## src/rtl/jogador_automatico_pkg.sv

```systemverilog
// Shared state codes, default timing and helpers for the automatic player.
// The game top level reuses ESTADO_W for its db_estado hex display.
package jogador_automatico_pkg;

  localparam int ESTADO_W            = 4;
  localparam int BOTOES_W            = 4;
  localparam int PROFUNDIDADE_PADRAO = 16;
  localparam int T_PRESS_PADRAO      = 20;
  localparam int T_GAP_PADRAO        = 80;

  typedef enum logic [ESTADO_W-1:0] {
    ST_IDLE      = 4'd0,
    ST_PRESSIONA = 4'd1,
    ST_SOLTA     = 4'd2,
    ST_FIM       = 4'd3
  } estado_e;

  // A valid press has exactly one button set.
  function automatic logic eh_one_hot(input logic [BOTOES_W-1:0] v);
    return (v != 4'd0) && ((v & (v - 4'd1)) == 4'd0);
  endfunction

endpackage

```

## src/rtl/jogador_automatico_if.sv

```systemverilog
// Sequence-load and replay signals between a controller and the automatic player.
interface jogador_automatico_if;
  import jogador_automatico_pkg::*;

  logic                escreve;
  logic [3:0]          endereco_esc;
  logic [BOTOES_W-1:0] dado_esc;
  logic                iniciar;
  logic [3:0]          tamanho;
  logic [BOTOES_W-1:0] botoes;
  logic                ocupado;
  logic                pronto;
  logic                erro;
  logic [ESTADO_W-1:0] db_estado;

  modport master (
    output escreve, endereco_esc, dado_esc, iniciar, tamanho,
    input  botoes, ocupado, pronto, erro, db_estado
  );

  modport slave (
    input  escreve, endereco_esc, dado_esc, iniciar, tamanho,
    output botoes, ocupado, pronto, erro, db_estado
  );

endinterface

```

## src/rtl/jogador_automatico_contador_tempo.sv

```systemverilog
// Up-counter with synchronous clear; saturates at valor_final and flags it.
module contador_tempo #(
  parameter int W = 7
) (
  input  logic         clock,
  input  logic         reset,
  input  logic         clr,
  input  logic [W-1:0] valor_final,
  output logic         fim
);

  logic [W-1:0] cnt_d;
  logic [W-1:0] cnt_q;

  always_comb begin
    if (clr) begin
      cnt_d = '0;
    end else if (cnt_q == valor_final) begin
      cnt_d = cnt_q;
    end else begin
      cnt_d = cnt_q + W'(1'b1);
    end
  end

  always_ff @(posedge clock) begin
    if (reset) begin
      cnt_q <= '0;
    end else begin
      cnt_q <= cnt_d;
    end
  end

  assign fim = (cnt_q == valor_final);

endmodule

```

## src/rtl/jogador_automatico.sv

```systemverilog
// Automatic player: replays stored button patterns with fixed press/gap timing.
// Outputs are registered from the current state, so they trail the state by one cycle.
module jogador_automatico
  import jogador_automatico_pkg::*;
#(
  parameter int PROFUNDIDADE = PROFUNDIDADE_PADRAO,
  parameter int T_PRESS      = T_PRESS_PADRAO,
  parameter int T_GAP        = T_GAP_PADRAO
) (
  input  logic                 clock,
  input  logic                 reset,
  jogador_automatico_if.slave  bus
);

  localparam int IDX_W = (PROFUNDIDADE > 1) ? $clog2(PROFUNDIDADE) : 1;
  localparam int T_MAX = (T_PRESS > T_GAP) ? T_PRESS : T_GAP;
  localparam int TW    = $clog2(T_MAX + 1);
  localparam logic [TW-1:0] FIM_PRESS = TW'(T_PRESS - 1);
  localparam logic [TW-1:0] FIM_GAP   = TW'(T_GAP - 1);

  estado_e             estado_q, estado_d;
  logic [3:0]          idx_q, idx_d;
  logic [3:0]          limite_q, limite_d;
  logic [BOTOES_W-1:0] mem_q [PROFUNDIDADE];
  logic [BOTOES_W-1:0] mem_d [PROFUNDIDADE];
  logic [BOTOES_W-1:0] botoes_q, botoes_d;
  logic                ocupado_q, ocupado_d;
  logic                pronto_q, pronto_d;
  logic                erro_q, erro_d;
  logic [ESTADO_W-1:0] db_estado_q, db_estado_d;

  logic [IDX_W-1:0]    end_leitura_s;
  logic [IDX_W-1:0]    end_escrita_s;
  logic [BOTOES_W-1:0] entrada_s;
  logic                tempo_fim_s;
  logic                tempo_clr_s;
  logic [TW-1:0]       tempo_final_s;

  // Addresses wrap modulo the depth so small memories still replay cleanly.
  assign end_leitura_s = IDX_W'({1'b0, idx_q} % 5'(PROFUNDIDADE));
  assign end_escrita_s = IDX_W'({1'b0, bus.endereco_esc} % 5'(PROFUNDIDADE));
  assign entrada_s     = mem_q[end_leitura_s];

  assign tempo_final_s = (estado_q == ST_SOLTA) ? FIM_GAP : FIM_PRESS;
  assign tempo_clr_s   = (estado_d != estado_q) || (estado_q == ST_IDLE);

  contador_tempo #(.W(TW)) u_tempo (
    .clock       (clock),
    .reset       (reset),
    .clr         (tempo_clr_s),
    .valor_final (tempo_final_s),
    .fim         (tempo_fim_s)
  );

  always_ff @(posedge clock) begin
    if (reset) begin
      estado_q    <= ST_IDLE;
      idx_q       <= 4'd0;
      limite_q    <= 4'd0;
      botoes_q    <= 4'd0;
      ocupado_q   <= 1'b0;
      pronto_q    <= 1'b0;
      erro_q      <= 1'b0;
      db_estado_q <= 4'd0;
    end else begin
      estado_q    <= estado_d;
      idx_q       <= idx_d;
      limite_q    <= limite_d;
      botoes_q    <= botoes_d;
      ocupado_q   <= ocupado_d;
      pronto_q    <= pronto_d;
      erro_q      <= erro_d;
      db_estado_q <= db_estado_d;
    end
  end

  // Sequence memory deliberately survives reset.
  always_ff @(posedge clock) begin
    mem_q <= mem_d;
  end

  always_comb begin
    mem_d = mem_q;
    if ((estado_q == ST_IDLE) && bus.escreve) begin
      mem_d[end_escrita_s] = bus.dado_esc;
    end else begin
      mem_d = mem_q;
    end
  end

  always_comb begin
    estado_d = estado_q;
    idx_d    = idx_q;
    limite_d = limite_q;
    case (estado_q)
      ST_IDLE: begin
        if (bus.iniciar) begin
          estado_d = ST_PRESSIONA;
          idx_d    = 4'd0;
          limite_d = bus.tamanho;
        end else begin
          estado_d = ST_IDLE;
        end
      end
      ST_PRESSIONA: begin
        if (tempo_fim_s) begin
          estado_d = ST_SOLTA;
        end else begin
          estado_d = ST_PRESSIONA;
        end
      end
      ST_SOLTA: begin
        if (!tempo_fim_s) begin
          estado_d = ST_SOLTA;
        end else if (idx_q == limite_q) begin
          estado_d = ST_FIM;
        end else begin
          estado_d = ST_PRESSIONA;
          idx_d    = idx_q + 4'd1;
        end
      end
      ST_FIM:  estado_d = ST_IDLE;
      default: estado_d = ST_IDLE;
    endcase
  end

  // A non-one-hot entry still occupies its slot, but drives nothing and flags erro.
  always_comb begin
    botoes_d    = 4'd0;
    ocupado_d   = 1'b0;
    pronto_d    = 1'b0;
    erro_d      = erro_q;
    db_estado_d = estado_q;
    case (estado_q)
      ST_IDLE: begin
        if (bus.iniciar) begin
          erro_d = 1'b0;
        end else begin
          erro_d = erro_q;
        end
      end
      ST_PRESSIONA: begin
        ocupado_d = 1'b1;
        if (eh_one_hot(entrada_s)) begin
          botoes_d = entrada_s;
        end else begin
          botoes_d = 4'd0;
          erro_d   = 1'b1;
        end
      end
      ST_SOLTA: ocupado_d = 1'b1;
      ST_FIM: begin
        ocupado_d = 1'b1;
        pronto_d  = 1'b1;
      end
      default: db_estado_d = 4'd0;
    endcase
  end

  assign bus.botoes    = botoes_q;
  assign bus.ocupado   = ocupado_q;
  assign bus.pronto    = pronto_q;
  assign bus.erro      = erro_q;
  assign bus.db_estado = db_estado_q;

endmodule

```

## src/flat_wrapper.sv

```systemverilog
// flat-port wrapper written by rule: the top's interface ports become plain ports
module jogador_automatico_flat import jogador_automatico_pkg::*;
#(
  parameter int PROFUNDIDADE = PROFUNDIDADE_PADRAO,
  parameter int T_PRESS      = T_PRESS_PADRAO,
  parameter int T_GAP        = T_GAP_PADRAO
)
  (clock, reset, bus_escreve, bus_endereco_esc, bus_dado_esc, bus_iniciar, bus_tamanho, bus_botoes, bus_ocupado, bus_pronto, bus_erro, bus_db_estado);
  jogador_automatico_if bus_i ();
  input  logic clock;
  input  logic reset;
  input wire logic [$bits(bus_i.escreve)-1:0] bus_escreve;
  input wire logic [$bits(bus_i.endereco_esc)-1:0] bus_endereco_esc;
  input wire logic [$bits(bus_i.dado_esc)-1:0] bus_dado_esc;
  input wire logic [$bits(bus_i.iniciar)-1:0] bus_iniciar;
  input wire logic [$bits(bus_i.tamanho)-1:0] bus_tamanho;
  output wire logic [$bits(bus_i.botoes)-1:0] bus_botoes;
  output wire logic [$bits(bus_i.ocupado)-1:0] bus_ocupado;
  output wire logic [$bits(bus_i.pronto)-1:0] bus_pronto;
  output wire logic [$bits(bus_i.erro)-1:0] bus_erro;
  output wire logic [$bits(bus_i.db_estado)-1:0] bus_db_estado;
  assign bus_i.escreve = bus_escreve;
  assign bus_i.endereco_esc = bus_endereco_esc;
  assign bus_i.dado_esc = bus_dado_esc;
  assign bus_i.iniciar = bus_iniciar;
  assign bus_i.tamanho = bus_tamanho;
  assign bus_botoes = bus_i.botoes;
  assign bus_ocupado = bus_i.ocupado;
  assign bus_pronto = bus_i.pronto;
  assign bus_erro = bus_i.erro;
  assign bus_db_estado = bus_i.db_estado;
  jogador_automatico #(.PROFUNDIDADE(PROFUNDIDADE), .T_PRESS(T_PRESS), .T_GAP(T_GAP)) u_core (.clock(clock), .reset(reset), .bus(bus_i));
endmodule
```

## config.mk

```make
export PLATFORM = sky130hd
export DESIGN_NAME = jogador_automatico_flat
export DESIGN_NICKNAME = d
export VERILOG_FILES = /design/src/rtl/jogador_automatico_pkg.sv /design/src/rtl/jogador_automatico_if.sv /design/src/rtl/jogador_automatico_contador_tempo.sv /design/src/rtl/jogador_automatico.sv /design/src/flat_wrapper.sv
export SDC_FILE = /design/constraint.sdc
export NUM_CORES = 1
export LEC_CHECK = 0
export CORE_ASPECT_RATIO = 0.75
export CORE_MARGIN = 2
export CORE_UTILIZATION = 30
export DETAILED_ROUTE_END_ITERATION = 8
export SYNTH_ARGS = -nofsm -noshare
export SYNTH_HDL_FRONTEND = slang
export SYNTH_SLANG_ARGS = --single-unit
```

## constraint.sdc

```tcl
create_clock -name clock -period 3.6 [get_ports clock]
set_input_delay 0.72 -clock clock [delete_from_list [all_inputs] [get_ports clock]]
set_output_delay 0.72 -clock clock [all_outputs]
set_load 0.005 [all_outputs]
```

======== Yosys cells after proc, flatten, opt, wreduce, memory -nomap -nowiden ========
Index checks and enable logic that the tools add are counted.
W data, S select, Z words.
word-level totals
  flip-flop bits (word level) ............. 94
  input port bits ......................... 16
  output and inout bits ................... 11
  logic and storage cells ................. 85
operators by class
  add/sub/neg operators ................... 3
  order comparisons ....................... 3
  equal/unequal tests ..................... 10
  multiplexer cells ....................... 21
  bitwise gates (word level) .............. 6
  reduce and logical (&&, ||, !) cells .... 17
operator list
  kind                   count
  $bwmux W64             1
  $mux W4                7
  $bmux W4 S4            1
  $demux W4 S4           1
  $pmux W4 S3            1
  $ge A5 B5 Y1 const B   2
  $not A4 Y5             2
  $eq A4 B2 Y1 const B   2
  $logic_not A4 Y1       2
  $pmux W4 S2            1
  $add A7 B1 Y7 const B  1
  $eq A7 B7 Y1           1
  $mux W7                1
  $ne A2 B2 Y1 const B   3
  $reduce_or A3 Y1       2
  $lt A5 B1 Y1 const B   1
  $mux W1                5
  $add A4 B1 Y4 const B  1
  $and A4 B4 Y4          1
  $eq A4 B1 Y1 const B   1
  $eq A4 B4 Y1           1
  $mux W2                2
  $ne A4 B4 Y1           1
  $reduce_and A4 Y1      1
  12 further kinds       18

======== Depth between registers and ports, before layout ========
  depth in word-level cells ............... 10
  depth in mapped cells ................... 8
  depth with buffers taken out ............ 7

======== By module ========
Synthesis repeated with hierarchy kept, for this count alone.
unflattened totals
  cell total of the unflattened synthesis .. 261
  area total of the unflattened synthesis .. 3818.7 um2
modules (own cells, without submodules)
  module              instances  cells each  area each (um2)  sequential area each (um2)
  jogador_automatico  1          214         3420.8           2302.2
  contador_tempo      1          47          397.9            140.1

======== Least setup slack after synthesis ========
OpenSTA, ideal clock, no wires.
  path type ............................... register -> register
  from .................................... reg u_core.idx_q[0]
  to ...................................... reg u_core.erro_q, in the netlist u_core.bus.erro
  library setup time ...................... 0.116 ns
  arrival ................................. 1.749 ns
  data required time ...................... 3.484 ns
  path slack .............................. 1.735 ns
  stages on the path, launching flop included .. 8
  buffers on the path ..................... 1
  clock period less this slack ............ 1.865 ns
  path through ............................ dfxtp_1 -> buf_6 -> mux4_1 -> mux2i_1 -> a21oi_2 -> xnor2_1 -> nand3b_1 -> and3_1
between the ends
  longest elaborated chain between the ends .. 10
  elaborated cells on any way between the ends .. 11
  those cells by class .................... add/sub: 1; eq/ne: 1; mux: 3; bitwise: 2; reduce/logical: 4
ends and longest elaborated chain
  element                                          RTL line                      source
  start, declared                                  jogador_automatico.sv:22      logic [3:0] idx_q, idx_d;
  start signal, assigned                           jogador_automatico.sv:67      idx_q <= idx_d;
  $not A4 Y5 (not written as such) (*)             jogador_automatico.sv:42      assign entrada_s = mem_q[end_leitura_s];
  $bmux W4 S4 (*)                                  jogador_automatico.sv:42
  $mux W4 (not written as such) (*) (2 in series)  jogador_automatico.sv:42
  $sub A4 B1 Y4                                    jogador_automatico_pkg.sv:20  return (v != 4'd0) && ((v & (v - 4'd1)) == 4'd0);
  $and A4 B4 Y4                                    jogador_automatico_pkg.sv:20
  $logic_not A4 Y1                                 jogador_automatico_pkg.sv:20
  $logic_and A1 B1 Y1 (*)                          jogador_automatico_pkg.sv:20
  $ne A2 B2 Y1 (no line) (*)                       n/a
  $reduce_and A3 Y1 (no line) (*)                  n/a
  end signal, assigned                             jogador_automatico.sv:72      erro_q <= erro_d;
  end, declared                                    jogador_automatico.sv:29      logic erro_q, erro_d;
Mark *: on every way between the ends. The rest lies on a longest branch, timed or not. The select of a mux whose other input is x is not followed.
A chain may end at the register's enable or synchronous reset.

======== Final worst setup path ========
  from .................................... reg u_core.idx_q[1]
  to ...................................... reg u_core.erro_q, in the netlist u_core.bus.erro
The elaborated chain is that of the path after synthesis.

==> metrics.md <==
| Metric | Value |
|---|---|
| Status | finished, final reports clean |
| Pins over their slew limit | 0 |
| Syn Area/Cell | roughly 15 um^2 |
| IO Pins | 27 |
| Number of core rows | 35 |
| RSZ-0062 raised after global routing | no |
| Fin Setup TNS | 0 ns |
| Layout cells sized above 1 | 0.127 |
| Sequential fraction of the synthesis area | 0.642 |
| Num CTS Buffers | 9 |
| TritonCTS clock tree | built |
| DIE AREA | between 10000 and 15000 um^2 |
| Antenna-violating nets left | 0 |
| Synth Cell Area | approximately 3800 um^2 |
| Reg clk slew, reported paths | 0.07 ns |
| Remaining global-route overflow | 0 |
| # Post-CTS Setup Buffers | 0 |
| Fin crit period | around 2.3 ns |
| Final cycle utilization of the critical path | 0.643 |
| Post-synth top area share | 0.505 |
| Setup Viol. Count Final | 0 |
| Main synth FF type | edfxtp_1 |
| Clock Tree Buf Depth | 2 |
| Initial antenna violation count | 0 |
| Die height | between 100 and 150 um |
| Mapped Cells | between 200 and 300 |
| Synth warn | 0 |
| Slew margin rel. | 0.533 |
| Slew @ Worst Pin | 0.699 ns |
| I/O Buffers | 24 |
| Placer congestion estimate | between 0.7 and 0.8 |
| Gates resized, CTS repair | 0 |
| H-tree level count | 3 |
| Vias in the first global route | between 1500 and 2000 |
| Area Growth Syn to Fin | 18.7% |
| Per-cell routed wire length | 16.0 um |
| CORE AREA | ~12000 um^2 |
| Startpoint Class | flop |
| Ant diodes | 0 |
| EDFF count, synth | 64 |
| Via count | around 2100 |
| CTS Sinks | 90 |
| Worst Setup End Kind | flop |
| Peak supply drop | 0.277 mV |
| Die W | between 100 and 150 um |
| CP max FO | 7 |
| Area contributors post-synth | edfxtp_1, dfxtp_1, mux4_1, mux2i_1, nor2_1 |
| CP Data Required Time | 3.83 ns |
| GRT Util Overall | 0.109 |
| Residual DRC | 0 |
| Drt first pass iters | 5 |
| Critical path class | flop to flop |
| Most frequent cell after synthesis | edfxtp_1 |
| Nets | slightly below 300 |
| # hold bufs at CTS | 0 |
| Clk root buf | clkbuf_16 |
| First-pass GRT wire length | approximately 11000 um |
| Max Freq | 0.432 GHz |
| Worst Setup Slack, final | around 1.3 ns |
| Hpwl dp | approximately 5000 um |
| Min-delay worst type | flop to flop |
| Distinct cells, synth | 48 |
| Final hold vios | 0 |
| Yosys top cell by area | edfxtp_1 |
| Pwr/cell area | roughly 490 nW/um^2 |
| Clock Latency Late Sink | between 0.3 and 0.4 ns |
| CP arrival | roughly 2.5 ns |
| Total Routed Length | 7200 um |
| Initial Util | 0.308 |
| Top post-synthesis cells by count | edfxtp_1, nor2_1, dfxtp_1 |
| Max Cap Viol | 0 |
| Synth Register Bits | 90 |
| Pre-CTS WS | between 1 and 1.5 ns |
| Largest net degree at the start of global routing | 18 |
| DR iter-0 viols | approximately 190 |
| Vias per inst | between 4 and 5 |
| Worst clock skew | approximately 0.0063 ns |
| Lkg Pwr | around 1.5 nW |
| Fraction of registers with async set/reset | 0 |
-- worst max-delay path, cell delays in order, from the launching register on --
cell and delay, ns:
dfxtp_1 0.54, buf_4 0.25, mux4_1 0.60, mux2i_1 0.18, mux2_2 0.23, and2_4 0.16, o2111ai_2 0.09, and3_1 0.16
-- path summary, 6_finish.rpt --
check,slack (ns),endpoint,startpoint,depth (start not counted)
setup / recovery,1.29,u_core.bus.erro,u_core.idx_q[1],7
hold / removal,0.53,u_core.limite_q[2],u_core.limite_q[2],2
setup reg to reg,1.29,u_core.bus.erro,u_core.idx_q[1],7
hold reg to reg,0.53,u_core.limite_q[2],u_core.limite_q[2],2
-- layout make-up --
class / instances / area (um^2)
Clock buffer: 9 / 225
Clock inverter: 7 / 106
Fill cell: 1173 / 7830
Inverter: 1 / 3.75
Multi-Input combinational cell: 150 / 1270
Sequential cell: 90 / 2440
Tap cell: 166 / 208
Timing Repair Buffer: 27 / 263
-- registers in the layout (all words and copies together), names as in the netlist --
name	cells
u_core.u_tempo.cnt_q	7
u_core.estado_q	2
u_core.limite_q	4
u_core.bus.botoes	4
u_core.idx_q	4
u_core.mem_q	64
u_core.bus.ocupado	1
u_core.bus.pronto	1
u_core.bus.db_estado	2
u_core.bus.erro	1
-- power by group --
part | total [W] | internal, W | switching [W]
clock | 0.00103 | 0.000622 | 0.000405
combinational | 0.0000775 | 0.0000338 | 0.0000437
sequential | 0.00113 | 0.00112 | 0.00000756
total | 0.00223 | 0.00178 | 0.000456
-- stage by stage --
stage	instances	utilization	cell area, um^2	hold slack, ns	total power (W)
after floorplan	252	-	3810	0.479	0.00119
after global placement	434	0.339	4180	0.503	0.00123
after detailed placement	434	0.339	4180	0.514	0.00123
after CTS	450	0.366	4520	0.530	0.00225
after global routing	450	0.366	4520	0.556	0.00230
final	450	0.366	4520	0.528	0.00223
-- layer usage --
layer	wire length, um	global-route usage	vias to the layer above
met1	4030	0.173	1018
met5	0	0	-
li1	-	-	1000
met4	68	0.0364	0
met3	319	0.0305	8
met2	2770	0.141	72
-- logic make-up after synthesis --
kind of cell | count (synthesis) | share of synthesized area
buffers and inverters | 12 | 0.0260
AO/OA/AOI/OAI | 14 | 0.0319
AND/OR/NAND/NOR | 89 | 0.120
other | 1 | 0.000986
XOR/XNOR | 13 | 0.0299
multiplexers | 30 | 0.143
adder cells (fa/ha/maj) | 2 | 0.00658
flip-flops | 90 | 0.642
-- placed cells by master, fill, tap and decap left out, types with 5 or more instances in the layout --
cell,Yosys,layout
edfxtp_1,64,64
nor2_1,31,31
dfxtp_1,26,26
clkdlybuf4s50_1,0,24
nand2_1,13,13
mux2i_1,12,12
xor2_1,11,11
mux4_1,11,11
nor3_1,9,9
clkbuf_16,0,9
nand2b_1,6,6
nor2b_1,6,6
mux4_2,5,5
No activity file was read; power rests on OpenSTA's default activity.
